[config.mk]
export PLATFORM = sky130hd
export DESIGN_NAME = hmac_sha256_sequencer
export DESIGN_NICKNAME = d
export VERILOG_FILES = /design/src/rtl/hmac_sha256_sequencer.sv
export SDC_FILE = /design/constraint.sdc
export NUM_CORES = 2
export LEC_CHECK = 0
export ABC_AREA = 1
export CAP_MARGIN = 40
export CORE_MARGIN = 2
export CORE_UTILIZATION = 35
export CTS_CLUSTER_DIAMETER = 60
export DETAILED_ROUTE_END_ITERATION = 10
export GPL_ROUTABILITY_DRIVEN = 0
export PLACE_DENSITY_LB_ADDON = 0.1
export SYNTH_ARGS = -nofsm -noshare
export SYNTH_HDL_FRONTEND = slang
export SYNTH_SLANG_ARGS = --single-unit
[constraint.sdc]
create_clock -name clk -period 2.7 [get_ports clk]
set_clock_uncertainty 0.05 [all_clocks]
set_input_delay 0.27 -clock clk [delete_from_list [all_inputs] [get_ports clk]]
set_output_delay 0.27 -clock clk [all_outputs]
set_load 0.1 [all_outputs]
[src/rtl/hmac_sha256_sequencer.sv]
// HMAC-SHA256 two-pass sequencer: feeds (K^ipad || msg) then (K^opad || inner digest) to the shared SHA-256 padder/core.
// Latency: start -> core reset next cycle -> first ipad byte the cycle after; MAC registered one cycle after the outer core_done_hash.
// Backpressure: all sending stalls while core_block_full=1; msg_ready drops with it so the upstream source holds its byte.
module hmac_sha256_sequencer #(
  parameter logic [7:0] IPAD = 8'h36,
  parameter logic [7:0] OPAD = 8'h5C
) (
  input  logic         clk,
  input  logic         rst,
  input  logic         key_we,
  input  logic [5:0]   key_addr,
  input  logic [7:0]   key_byte,
  input  logic         start,
  input  logic         msg_empty,
  input  logic         msg_valid,
  input  logic [7:0]   msg_byte,
  input  logic         msg_last,
  output logic         msg_ready,
  output logic         core_rst_n,
  output logic         core_byte_rdy,
  output logic         core_byte_stop,
  output logic [7:0]   core_data,
  input  logic         core_block_full,
  input  logic         core_done_hash,
  input  logic [255:0] core_digest,
  output logic [255:0] hmac_out,
  output logic         hmac_valid,
  output logic         busy
);

  typedef enum logic [3:0] {
    S_IDLE, S_CLR1, S_IPAD, S_MSG, S_STOP1, S_CLR2, S_OPAD, S_INNER, S_STOP2
  } state_t;

  state_t       state, state_nxt;
  logic [6:0]   cnt;
  logic         empty_q;
  logic [255:0] inner;
  logic [7:0]   key_ram [64];

  assign busy       = (state != S_IDLE);
  assign core_rst_n = rst & ~((state == S_CLR1) | (state == S_CLR2));

  // Next state plus Mealy byte-send outputs; every byte is offered only while the padder has room
  always_comb begin
    state_nxt      = state;
    core_byte_rdy  = 1'b0;
    core_byte_stop = 1'b0;
    core_data      = 8'h00;
    msg_ready      = 1'b0;
    case (state)
      S_IDLE: if (start) state_nxt = S_CLR1;
      S_CLR1: state_nxt = S_IPAD;
      S_IPAD: begin
        core_byte_rdy = ~core_block_full;
        core_data     = key_ram[cnt[5:0]] ^ IPAD;
        if (core_byte_rdy && cnt == 7'd63) state_nxt = empty_q ? S_STOP1 : S_MSG;
      end
      S_MSG: begin
        msg_ready     = ~core_block_full;
        core_byte_rdy = msg_valid & ~core_block_full;
        core_data     = msg_byte;
        if (core_byte_rdy && msg_last) state_nxt = S_STOP1;
      end
      S_STOP1: begin
        core_byte_stop = 1'b1;
        if (core_done_hash) state_nxt = S_CLR2;
      end
      S_CLR2: state_nxt = S_OPAD;
      S_OPAD: begin
        core_byte_rdy = ~core_block_full;
        core_data     = key_ram[cnt[5:0]] ^ OPAD;
        if (core_byte_rdy && cnt == 7'd63) state_nxt = S_INNER;
      end
      S_INNER: begin
        // cnt=0 selects inner[255:248]: the digest goes out MSB byte first
        core_byte_rdy = ~core_block_full;
        core_data     = inner[{~cnt[4:0], 3'b000} +: 8];
        if (core_byte_rdy && cnt == 7'd31) state_nxt = S_STOP2;
      end
      S_STOP2: begin
        core_byte_stop = 1'b1;
        if (core_done_hash) state_nxt = S_IDLE;
      end
      default: state_nxt = S_IDLE;
    endcase
  end

  // State, byte counter (cleared on every state change, saturating at 64), digest captures and done pulse
  always_ff @(posedge clk) begin
    if (!rst) begin
      state      <= S_IDLE;
      cnt        <= 7'd0;
      empty_q    <= 1'b0;
      inner      <= '0;
      hmac_out   <= '0;
      hmac_valid <= 1'b0;
    end else begin
      state      <= state_nxt;
      hmac_valid <= 1'b0;
      if (state_nxt != state)
        cnt <= 7'd0;
      else if (core_byte_rdy && cnt != 7'd64)
        cnt <= cnt + 7'd1;
      if (state == S_IDLE && start)
        empty_q <= msg_empty;
      if (state == S_STOP1 && core_done_hash)
        inner <= core_digest;
      if (state == S_STOP2 && core_done_hash) begin
        hmac_out   <= core_digest;
        hmac_valid <= 1'b1;
      end
    end
  end

  // Key store: host writes are taken only while idle; contents survive reset
  always_ff @(posedge clk) begin
    if (key_we && state == S_IDLE)
      key_ram[key_addr] <= key_byte;
  end

endmodule
==> run metrics <==
status complete, but fails checks; failing checks negative setup slack; Logic pwr share 5.9%; Initial DRC Count 3,227; Max Freq 321 MHz; total core area 120,000 um2; LEAKAGE 20.3 nW; Die H 352 um; CP Buf/Inv Count 4; CTS tree built; synth warn 0; worst-path cell chain buf_12 -> clkinv_16 -> buf_16 -> nand2_1 -> nand3_1 -> nand3_1 -> nand2_1 -> nand2_1 -> nand3_2 -> nand3_2 -> nand2_1 -> nand2_2 -> nand3_4 -> buf_12; Psw 8.00 mW; critical path's top delay family simple AND/OR/NAND/NOR gates; FF+latch count, synth 1,043; I/O pin total 557; Final period util 115%; Clk Latency, worst-skew pair 0.71 ns; max cap viols 0; worst r2r src state[2]$_SDFF_PN0_; mux contribution to synthesized area 0%; Final Critical Period 3.12 ns; number of iterations in the first detailed-routing pass 6; Hold/Removal Path Class in -> reg; Syn Inst Count 4,703; Adder-Cell Fraction of Synth Area 0.0590%; Root Buffer clkbuf_16; Placed Instance Area 50,000 um2; H-tree depth 3; WL per Instance 22.4 um; chip width 352 um; actual slew at the worst max-slew pin 0.836 ns; row count 127; vias per cell 5.04; Setup CP Type reg -> out; synthesized area 42,400 um2; critical path peak fanout 10; CP Data Required Time 2.38 ns; starting density of the core 35.3%; largest family of logic cells by synthesized area simple AND/OR/NAND/NOR gates; cell mode on critical path nand2_1; pwr dens 618 nW/um2; clock tree buffer depth 3; internal power 26.6 mW; initial antenna violation count 14; Slew headroom 44.3%; largest net degree at the start of global routing 142; clk sink count 1,043; Slowest cell on crit path dfxtp_4; Final Slew Violations 0; total global routing overflow 0; Post-Route WL 157 mm; Total GRT Usage 24.1%; CP startpoint kind flop; Layout area overhead 32.1%; Seq/Total Area, Yosys 61.3%; vias in the first global route 33,700; max incr delay on CP 0.41 ns; Clk pwr share 46.1%; final setup violation count 8; Synth Net Count 4,992; unrepaired setup endpoints after global routing true; Fin. Hold Viols 0; switch share 23.1%; most frequent cells in the layout nand2_1 (698), a21oi_1 (577), dfxtp_1 (525); fin worst setup slack -0.416 ns; DR vias 35,300; Post-Synth XOR/XNOR Area 0.0619%; global-route wire length before repair 228 mm; Finished Cell Area 56,100 um2; Worst VDD drop 0.594 mV; Final ANT Viol Nets 0; total power 34.6 mW; Avg Cell Area, Syn 9.02 um2; Netlist cell types 32; Fillers 11,600; hpwl dp 103 mm; simple-gate share of the synthesized area 16.5%; Reg power frac 48.0%; fin nets 5,583; most common cell after layout, fill and taps aside nand2_1; PortBufs 556; die area 124,000 um2; total CTS buffers 121; WP data arrival 2.80 ns; CTS clk-pin slew, worst paths 0.06 ns; Compound-Gate Fraction of Synth Area 14.7%; layout cells sized above 1 16.6%; # DRC 0; CP Capture Type output port; Hold Crit Start key_byte[0]
timing repair:
action,4_1_cts,5_1_grt
buffers inserted,16,4
hold buffers,4,0
gates cloned,19,18
setup endpoints to repair,9,10
resized for setup,232,97
pin swaps,67,34
hold endpoints to repair,62,0
logic make-up after synthesis:
group,Yosys count
compound gates,1221
xor+xnor,3
fa+ha+maj,2
buf+inv,789
flops,1043
simple gates,1645
cell usage after synthesis:
library cell	count	share of area, %
a21boi_0	1	0.018
nor3_2	1	0.024
and2_1	1	0.015
nor2_2	5	0.074
nor2_4	3	0.080
a21oi_1	590	7.0
nand2_1	732	6.5
buf_2	116	1.4
nor3_1	7	0.083
nand4_1	8	0.12
nand3_4	1	0.041
nand2_2	1	0.015
buf_4	2	0.035
nand3_1	548	6.5
edfxtp_1	512	36
o21ai_0	583	6.9
clkbuf_1	195	1.7
nor2_1	334	3.0
nor3_4	1	0.038
xor2_1	3	0.062
buf_6	8	0.21
o21a_1	1	0.018
o211ai_1	43	0.76
o21ai_1	3	0.035
inv_1	435	3.8
ha_1	2	0.059
buf_1	22	0.19
clkinv_1	4	0.035
nand3_2	2	0.047
dfxtp_1	531	25
nor3b_2	1	0.029
inv_2	7	0.062
worst paths after layout:
check                                     to  slack, ns  cells after the start
hold reg to reg   hmac_out[184]$_SDFFE_PN0P_       0.39                      2
setup reg to reg    key_ram[34][2]$_DFFE_PP_       0.13                     10
setup / recovery                core_data[3]      -0.42                     14
hold / removal       key_ram[2][0]$_DFFE_PP_       0.02                      2
registers in the layout, summed over array words and instances (netlist names), named ones only:
name and flops:
hmac_valid 1, empty_q 1, state 4, hmac_out 256, key_ram 512, inner 256, cnt 7
area by class of cell:
| cell class | instances | area (um2) | area share [%] |
|---|---|---|---|
| sequential | 1043 | 26000 | 46.4 |
| multi-input combinational | 2871 | 14100 | 25.1 |
| timing repair buffer | 810 | 8380 | 15.0 |
| clock buffer | 162 | 3300 | 5.89 |
| tap | 1612 | 2020 | 3.60 |
| inverter | 446 | 1740 | 3.11 |
| clock inverter | 56 | 524 | 0.935 |
| timing repair inverter | 1 | 16.3 | 0.0290 |
| antenna | 4 | 10.0 | 0.0178 |
per-stage QoR:
| step | TNS [ns] | std cells | setup slack (ns) | hold slack, ns | util [%] |
|---|---|---|---|---|---|
| 2_1_floorplan | 0 | 4703 | 0.284 | 0.319 | - |
| 3_3_place_gp | -0.0773 | 6720 | -0.0535 | 0.382 | 41.6 |
| 3_5_place_dp | -0.0455 | 6723 | -0.0357 | 0.385 | 41.6 |
| 4_1_cts | -3.14 | 6980 | -0.430 | 0.00319 | 46.1 |
| 5_1_grt | -4.09 | 7004 | -0.544 | 0.0234 | 46.7 |
| 6_report | -3.01 | 7005 | -0.416 | 0.0211 | 46.7 |
per-layer routing:
| metal | GRT usage [%] | up-vias | part of all wire (%) |
|---|---|---|---|
| li1 | - | 17100 | - |
| met1 | 32.2 | 16800 | 44 |
| met2 | 39.1 | 1146 | 46 |
| met3 | 5.47 | 257 | 7.0 |
| met4 | 7.24 | 14 | 3.0 |
| met5 | 0 | - | 0.051 |
worst reg2reg max path: cells and delay by family (launching register included):
kind	cells	cell delay [ns]
buf+inv	4	0.73
flops	1	0.39
simple gates	6	1.07
power by group through the flow:
stage,registers [mW],logic (mW),clock network (mW)
after floorplan,17.0,0.659,0
after global placement,17.0,1.82,0
after detailed placement,17.0,1.82,0
after CTS,16.6,1.98,16.3
after global routing,16.6,2.18,16.9
final,16.6,2.05,16.0
Power figures use the tool's default switching activity.
